$ cat src/rtl/store_unit_s_pkg.sv
// Shared definitions for the S-type store unit: opcode, func3 encodings, FSM states.
// Latency: n/a (constants, types and a pure helper function only).
// Backpressure: n/a.
package store_unit_s_pkg;

    localparam logic [6:0] OPCODE_S = 7'h23;

    localparam logic [2:0] F3_SB = 3'd0;
    localparam logic [2:0] F3_SH = 3'd1;
    localparam logic [2:0] F3_SW = 3'd2;

    typedef enum logic [1:0] {
        IDLE  = 2'd0,
        READ  = 2'd1,
        WRITE = 2'd2,
        DONE  = 2'd3
    } state_t;

    // Sign-extend the 12-bit S-type immediate to 32 bits.
    function automatic logic [31:0] sext12(input logic [11:0] imm);
        return {{20{imm[11]}}, imm};
    endfunction

endpackage

$ cat src/rtl/store_unit_s_lane_merge.sv
// Lane merge: overlays store data onto a read-back word for SB/SH; SW passes data through.
// Latency: purely combinational.
// Backpressure: none.
// Ports: rdata (word read from RAM), wdata (rs2 store data), func3 (store width),
//        ea_lo (effective address bits [1:0]) -> merged (word to write).
module store_lane_merge
    import store_unit_s_pkg::*;
(
    input  logic [31:0] rdata,
    input  logic [31:0] wdata,
    input  logic [2:0]  func3,
    input  logic [1:0]  ea_lo,
    output logic [31:0] merged
);

    always_comb begin
        merged = wdata;
        case (func3)
            F3_SB: begin
                merged = rdata;
                merged[{ea_lo, 3'b000} +: 8] = wdata[7:0];
            end
            F3_SH: begin
                merged = rdata;
                // Only ea[1] selects the half; ea[0] never shifts the lane.
                if (ea_lo[1]) begin
                    merged[31:16] = wdata[15:0];
                end else begin
                    merged[15:0] = wdata[15:0];
                end
            end
            default: merged = wdata;
        endcase
    end

endmodule

$ cat src/rtl/store_unit_s.sv
// RV32I S-type store unit (SB/SH/SW) for a word RAM without byte enables; SB/SH do read-modify-write.
// Latency: accept edge to oDONE cycle is 2 cycles for SW, RAM_RD_LATENCY+2 for SB/SH, 1 for illegal func3.
// Backpressure: none; iSTART outside IDLE is dropped (no queueing), oBUSY tells the sequencer to wait.
// Ports: iCLK/iRST clock and async active-high reset; iSTART/iIR/iREG_OUT1/iREG_OUT2 request;
//        oRS1/oRS2 register-file read indices; oRAM_* word RAM port with iRAM_DATA read data;
//        oBUSY/oDONE status; oMISALIGNED trap pulse, present only with STORE_MISALIGN_TRAP_EN defined.
// Build option: STORE_MISALIGN_TRAP_EN turns misaligned SH/SW into a no-access trap completion.
module store_unit_s #(
    parameter logic [6:0]  OPCODE_S       = 7'h23,
    parameter int unsigned RAM_RD_LATENCY = 1
) (
    input  logic        iCLK,
    input  logic        iRST,
    input  logic        iSTART,
    input  logic [31:0] iIR,
    output logic [4:0]  oRS1,
    output logic [4:0]  oRS2,
    input  logic [31:0] iREG_OUT1,
    input  logic [31:0] iREG_OUT2,
    output logic        oRAM_CE,
    output logic        oRAM_RD,
    output logic        oRAM_WR,
    output logic [31:0] oRAM_ADDR,
    output logic [31:0] oRAM_WDATA,
    input  logic [31:0] iRAM_DATA,
    output logic        oBUSY,
`ifdef STORE_MISALIGN_TRAP_EN
    output logic        oDONE,
    output logic        oMISALIGNED
`else
    output logic        oDONE
`endif
);

    import store_unit_s_pkg::*;

    // Counter preload: READ lasts RAM_RD_LATENCY cycles, data captured when it hits zero.
    localparam logic [2:0] RD_CNT_INIT = 3'(RAM_RD_LATENCY - 1);

    state_t      state;
    state_t      state_nxt;
    logic [31:0] ea;
    logic [31:0] wdata;
    logic [2:0]  func3;
    logic [31:0] rdata;
    logic [2:0]  rd_cnt;
    logic [31:0] merged;

    logic        accept;
    logic [31:0] ea_in;
    logic [2:0]  f3_in;
    logic        mis_in;

    assign oRS1 = iIR[19:15];
    assign oRS2 = iIR[24:20];

    assign accept = iSTART && (state == IDLE) && (iIR[6:0] == OPCODE_S);
    assign ea_in  = iREG_OUT1 + sext12({iIR[31:25], iIR[11:7]});
    assign f3_in  = iIR[14:12];

`ifdef STORE_MISALIGN_TRAP_EN
    logic mis_q;
    assign mis_in = ((f3_in == F3_SH) && ea_in[0]) ||
                    ((f3_in == F3_SW) && (ea_in[1:0] != 2'b00));
    assign oMISALIGNED = (state == DONE) && mis_q;
`else
    assign mis_in = 1'b0;
`endif

    // Next-state logic.
    always_comb begin
        state_nxt = state;
        case (state)
            IDLE: begin
                if (accept) begin
                    // Illegal widths and trapped misalignments complete without touching RAM.
                    if ((f3_in > F3_SW) || mis_in) begin
                        state_nxt = DONE;
                    end else if (f3_in == F3_SW) begin
                        state_nxt = WRITE;
                    end else begin
                        state_nxt = READ;
                    end
                end
            end
            READ:    if (rd_cnt == 3'd0) state_nxt = WRITE;
            WRITE:   state_nxt = DONE;
            DONE:    state_nxt = IDLE;
            default: state_nxt = IDLE;
        endcase
    end

    // State and latched operands.
    always_ff @(posedge iCLK or posedge iRST) begin
        if (iRST) begin
            state  <= IDLE;
            ea     <= '0;
            wdata  <= '0;
            func3  <= '0;
            rdata  <= '0;
            rd_cnt <= '0;
`ifdef STORE_MISALIGN_TRAP_EN
            mis_q  <= 1'b0;
`endif
        end else begin
            state <= state_nxt;
            if (accept) begin
                ea     <= ea_in;
                wdata  <= iREG_OUT2;
                func3  <= f3_in;
                rd_cnt <= RD_CNT_INIT;
`ifdef STORE_MISALIGN_TRAP_EN
                mis_q  <= mis_in;
`endif
            end
            if (state == READ) begin
                if (rd_cnt == 3'd0) begin
                    rdata <= iRAM_DATA;
                end else begin
                    rd_cnt <= rd_cnt - 3'd1;
                end
            end
        end
    end

    store_lane_merge u_merge (
        .rdata  (rdata),
        .wdata  (wdata),
        .func3  (func3),
        .ea_lo  (ea[1:0]),
        .merged (merged)
    );

    // RAM-side outputs decode state and latched registers only, never live inputs.
    assign oRAM_CE    = (state == READ) || (state == WRITE);
    assign oRAM_RD    = (state == READ);
    assign oRAM_WR    = (state == WRITE);
    assign oRAM_ADDR  = oRAM_CE ? {ea[31:2], 2'b00} : 32'd0;
    assign oRAM_WDATA = (state == WRITE) ? merged : 32'd0;
    assign oBUSY      = (state != IDLE);
    assign oDONE      = (state == DONE);

endmodule

$ cat config.mk
export PLATFORM = sky130hd
export DESIGN_NAME = store_unit_s
export DESIGN_NICKNAME = d
export VERILOG_FILES = /design/src/rtl/store_unit_s_pkg.sv /design/src/rtl/store_unit_s_lane_merge.sv /design/src/rtl/store_unit_s.sv
export SDC_FILE = /design/constraint.sdc
export NUM_CORES = 1
export LEC_CHECK = 0
export ABC_CLOCK_PERIOD_IN_PS = 4100
export CELL_PAD_IN_SITES_DETAIL_PLACEMENT = 1
export CELL_PAD_IN_SITES_GLOBAL_PLACEMENT = 1
export CORE_MARGIN = 5
export CORE_UTILIZATION = 36
export CTS_BUF_LIST = sky130_fd_sc_hd__clkbuf_16
export CTS_CLUSTER_DIAMETER = 40
export DETAILED_ROUTE_END_ITERATION = 10
export MAX_ROUTING_LAYER = met4
export PLACE_DENSITY_LB_ADDON = 0.05
export SLEW_MARGIN = 20
export SYNTH_ARGS = -nofsm -noshare
export SYNTH_HDL_FRONTEND = slang
export SYNTH_HIERARCHICAL = 1
export SYNTH_SLANG_ARGS = --single-unit
$ cat constraint.sdc
create_clock -name iCLK -period 4.1 [get_ports iCLK]
set_input_delay 0.82 -clock iCLK [delete_from_list [all_inputs] [get_ports iCLK]]
set_output_delay 0.82 -clock iCLK [all_outputs]
set_load 0.02 [all_outputs]
# --- Word-level counts from Yosys, hierarchy flattened ---
# Cells that the tools add are included.
word_totals:
  reg_bits: 104
  latch_bits: 0
  ramBits: 0
  mem_bits_ro: 0
  in_bits: 131
  out_inout_bits: 79
  wordCells: 43
  n_memories: 0
classes:
  addsub: 3
  mul: 0
  div: 0
  n_lt_le_gt_ge: 1
  eq_ne: 8
  shift: 2
  n_mux: 14
  n_bitwise: 0
  n_reduce_logical: 9
ops:
  columns: ["operator", "count"]
  rows:
  - ["2-to-1 mux 32 bit", 2]
  - ["case mux 32 bit (2 select lines)", 1]
  - ["adder 32 bit", 1]
  - ["bitwise mux 32 bit", 1]
  - ["2-to-1 mux 16 bit", 2]
  - ["variable shift 8 x 7 -> 32 bit, first input constant", 1]
  - ["variable part select 8 x 7 -> 32 bit", 1]
  - ["2-to-1 mux 3 bit", 3]
  - ["2-to-1 mux 2 bit", 4]
  - ["case mux 2 bit (4 select lines)", 1]
  - ["equality test 7 x 6 -> 1 bit, second input constant", 1]
  - ["negator 5 -> 7 bit", 1]
  - ["logical NOT 3 bit", 2]
  - ["equality test 2 bit, second input constant", 2]
  - ["AND reduction 2 bit", 2]
  - ["equality test 3 x 1 -> 1 bit, second input constant", 1]
  - ["equality test 3 x 2 -> 1 bit, second input constant", 1]
  - ["> comparator 3 x 2 -> 1 bit, second input constant", 1]
  - ["subtractor 3 x 1 -> 3 bit, second input constant", 1]
  - ["equality test 2 x 1 -> 1 bit, second input constant", 1]
  - ["logical AND 1 bit", 2]
  - ["logical NOT 2 bit", 1]
  - ["!= test 2 x 1 -> 1 bit, second input constant", 1]
  - ["!= test 2 bit, second input constant", 1]
  - ["2 further kinds", 2]

# --- Depth between registers and ports, before layout ---
depth:
  ltp_word: 6
  mapped_depth: 10
  depth_no_buf: 10

# --- Cells and area by module ---
# Netlist, hierarchy kept.
by_module_without_submodules:
  columns: ["module", "n_inst", "cells_each", "area_each_um2", "seq_area_each_um2"]
  rows:
  - ["store_unit_s", 1, 684, 6170.9, 2602.5]
  - ["store_lane_merge", 1, 147, 1071.0, 0.0]

# --- Worst setup path before layout ---
# No wires, ideal clock.
synth_timing:
  path_kind: "register to output"
  startpoint: "register ea[1]"
  endpoint: "output port oRAM_WDATA[11]"
  arrival_time_ns: 2.297
  t_required_ns: 3.280
  path_slack_ns: 0.983
  path_stages_with_launch: 10
  n_path_buf: 3
  cell_sequence: "dfrtp_1 > buf_2 > buf_2 > inv_1 > ha_1 > and4b_1 > buf_1 > a22o_1 > a221o_1 > and2_1"
synth_between:
  elab_chain_cells: 5
  elab_cells_between_ends: 7
  classes_between: "add/sub: 1; shift: 2; mux: 4"
synth_rtl:
  columns: ["item", "line", "rtl"]
  rows:
  - ["start, declared", "store_unit_s.sv:42", "logic [31:0] ea;"]
  - ["start signal, assigned", "store_unit_s.sv:108", "ea <= ea_in;"]
  - ["negator 5 -> 7 bit", "store_unit_s_lane_merge.sv:21", "merged[{ea_lo, 3'b000} +: 8] = wdata[7:0];"]
  - ["variable part select 8 x 7 -> 32 bit / variable shift 8 x 7 -> 32 bit (equally long branches)", "store_unit_s_lane_merge.sv:21", null]
  - ["bitwise mux 32 bit", "store_unit_s_lane_merge.sv:21", null]
  - ["case mux 32 bit (2 select lines) (*)", "store_unit_s_lane_merge.sv:18", "case (func3)"]
  - ["named net merged[11]", "store_unit_s.sv:47", "logic [31:0] merged;"]
  - ["2-to-1 mux 32 bit (*)", "store_unit_s.sv:139", "assign oRAM_WDATA = (state == WRITE) ? merged : 32'd0;"]
  - ["end, declared", "store_unit_s.sv:24", "output logic [31:0] oRAM_WDATA,"]
# The timed path passes the listed nets; every way through them passes the cells marked *.

# --- Worst setup path in the final report ---
layout_timing:
  startpoint: "register ea[0]"
  endpoint: "output port oRAM_WDATA[7]"
layout_between:
  elab_chain_cells: 5
  elab_cells_between_ends: 6
  classes_between: "add/sub: 1; shift: 2; mux: 3"
layout_rtl:
  columns: ["item", "line"]
  rows:
  - ["negator 5 -> 7 bit (*)", "store_unit_s_lane_merge.sv:21"]
  - ["variable part select 8 x 7 -> 32 bit / variable shift 8 x 7 -> 32 bit (equally long branches)", "store_unit_s_lane_merge.sv:21"]
  - ["bitwise mux 32 bit (*)", "store_unit_s_lane_merge.sv:21"]
  - ["case mux 32 bit (2 select lines) (*)", "store_unit_s_lane_merge.sv:18"]
  - ["named net merged[7]", "store_unit_s.sv:47"]
  - ["2-to-1 mux 32 bit (*)", "store_unit_s.sv:139"]
# Marked as above.

==> metrics.txt <==
worst slew pin tran 0.9323 ns; cell count of the worst reg-to-reg path 8; Synth cell types 67; Placed Cells 1244; worst vdd ir 190.7 uV; CTS root buf clkbuf_16; pin count of the biggest net entering global routing 68; clock sink total 104; clock group share of total power 0.185; initial cell density of the core 0.3685; FILL cells 2344; Sw Share 0.3819; vias 6816; Iter 0 DRT Violations 248; GPL Wtd Cong 0.8512; Max-slew headroom 0.3785; Yosys reg bits 104; max_cap viols 0; fmax 258.0 MHz; worst-case clock skew 0.01113 ns; HP Start ea[8]; Area Overhead vs Synth 32.41%; hpwl dp 18960 microns; final instance area 0.009589 sq mm; RSZ-0062 raised after global routing no; Design Power 4438 uW; DP Area 0.009318 sq mm; syn avg cell area 8.715 sq um; Die H 151.8 microns; Post-synth EDFFs 0; non-filler instance count after layout 1260; CTS tree done; Final Hold Fails 0; vias per cell 5.410; GR Overflow Total 0; most common cell after layout, fill and taps aside clkdlybuf4s50_1; crit path time final 3.875 ns; reg2reg start state[0]; crit start category flop; number of port buffers 187; Die X 151.8 microns; nets@finish 1164; ys async rst share 1.000; htree depth 3; Most used DFF post-synth dfrtp_1; Post-CTS Setup Inserts 0; drt total wl 24520 microns; core area 0.01965 sq mm; final core utilization 0.4879; P_sw 1695 uW; commonest non-fill, non-tap cells in the layout clkdlybuf4s50_1 (187), nand2_1 (168), dfrtp_1 (104); # diodes 0; antenna violations before repair 0; Worst path max stage delay 0.60 ns; Crit Path Max Fanout 8; Worst Path Required 3.28 ns; first-pass GRT wire length 40540 microns; post-cts hold buffer count 0; post-route ant nets 0; P per Cell Area 462.9 mW/mm^2; die area 0.02305 sq mm; Clock Path Buffers 2; final slew viol count 0; Final TNS setup 0 ns; outcome finished, final reports clean; sequential area share after synthesis 0.3594; # setup viols final 0; kind of critical path reg2out; slowest stage cell on the critical path clkdlybuf4s50_1; WL/cell 19.46 microns; crit end category output port; Syn Std Cell Area 0.007242 sq mm; CTS Buf Count 9; Skew-Pair Late Insertion Delay 0.35 ns; clk slew on worst S/H paths 0.07 ns; CTS resizes 0; Hold EP ea[8]; yosys warns 6; Worst R2R End state[0]; number of global-route vias before repair 7656; Leakage Power 0.004288 uW; Int Pwr 2744 uW; Synth Instances 831; critical-path cell list inv_1 > ha_1 > nor3b_2 > a221oi_1 > nor3_1 > and2_1 > clkdlybuf4s50_1; Overall Global Routing Usage 0.2164; Critical Path AT 3.06 ns; Worst Hold Class reg2reg; period utilization 0.9452; DR DRC count 0; combinational share of power 0.483; Hold Path Depth 2; R2R Setup Slk 1.55 ns; sequential share of power 0.331; drt pass-1 iters 4; num rows 51; layout cells sized above 1 0.08643; num ports 210
## worst max path at each step
stage                 from             end  slack [ns]  cells after the start
finish               ea[0]   oRAM_WDATA[7]        0.22                      7
global placement    iIR[7]          ea[28]        0.45                     11
detailed placement  iIR[7]          ea[28]        0.42                     11
global route         ea[0]   oRAM_WDATA[4]        0.06                      7
CTS                  ea[1]  oRAM_WDATA[26]        0.24                      7
floorplan             iRST           ea[0]        0.55                      1
## cell type report
| type | count | area (sq um) | area share |
|---|---|---|---|
| repair buffers | 204 | 2012 | 0.2098 |
| clock buffers | 9 | 225.2 | 0.02349 |
| inverters | 20 | 77.57 | 0.008090 |
| flip-flops and latches | 104 | 2603 | 0.2714 |
| multi-input cells | 651 | 4294 | 0.4478 |
| clock inverters | 7 | 46.29 | 0.004828 |
| well taps | 265 | 331.6 | 0.03458 |
## stage by stage
step                setup WS [ns]  hold slack [ns]
floorplan                  0.5478           0.4311
global placement           0.4486           0.4573
detailed placement         0.4192           0.4662
CTS                        0.2408           0.4825
global route              0.05735           0.5030
finish                     0.2246           0.4762
## flip-flops by register name, indices dropped and copies added, names as in the netlist
signal	flops
rd_cnt	3
rdata	32
func3	3
ea	32
state	2
wdata	32
## synth_stat cells, types with 4 or more instances
cell / count / area, sq um
a221o_1: 12 / 120.1
nand3_1: 9 / 45.04
mux2i_1: 9 / 90.09
a22o_1: 5 / 43.79
buf_4: 13 / 97.59
a21oi_1: 37 / 185.2
dfrtp_1: 104 / 2603
mux2_2: 40 / 450.4
and3_1: 12 / 75.07
ha_1: 42 / 525.5
nand4_1: 13 / 81.33
nor2_1: 45 / 168.9
o21a_1: 4 / 30.03
nor3_1: 13 / 65.06
xor2_1: 15 / 131.4
o21ai_0: 41 / 205.2
nand2_1: 168 / 630.6
o31ai_1: 4 / 30.03
a211o_1: 4 / 35.03
buf_2: 10 / 50.05
and2_1: 62 / 387.9
clkbuf_1: 30 / 112.6
inv_1: 20 / 75.07
a21o_1: 14 / 105.1
o21ai_1: 4 / 20.02
buf_1: 4 / 15.01
a221oi_1: 18 / 157.7
xnor2_1: 12 / 105.1
o22ai_1: 8 / 50.05
o2bb2ai_1: 5 / 43.79
## cell families after synthesis
group,after synthesis,share of synthesized area
mux,49,0.07464
other cells,1,0.0005178
xor+xnor,27,0.03265
buf+inv,77,0.04838
compound gates,182,0.1755
fa+ha+maj,43,0.07533
flops,104,0.3594
simple gates,348,0.2336
## routing by layer
| layer | routed length, microns | track usage | vias up |
|---|---|---|---|
| li1 | - | - | 3238 |
| met1 | 10360 | 0.2502 | 3388 |
| met2 | 12830 | 0.3918 | 156 |
| met3 | 863 | 0.03550 | 34 |
| met4 | 471 | 0.05308 | 0 |
| met5 | 0 | - | - |
## worst max-delay path: cells and delay by family (launching register included)
| kind | cells | cell delay, ns |
|---|---|---|
| adders and majority gates | 1 | 0.38 |
| and+or+nand+nor | 3 | 0.86 |
| buffers and inverters | 2 | 0.79 |
| AOI/OAI and AO/OA | 1 | 0.18 |
| DFF | 1 | 0.49 |
## power by group through the flow
stage / clock (uW) / combinational (uW) / sequential [uW]
detailed placement: 0 / 2170 / 1490
finish: 823 / 2140 / 1470
global route: 888 / 2350 / 1500
global placement: 0 / 2090 / 1470
CTS: 854 / 2180 / 1470
floorplan: 0 / 1370 / 1410
No activity file was read; power rests on OpenSTA's default activity.
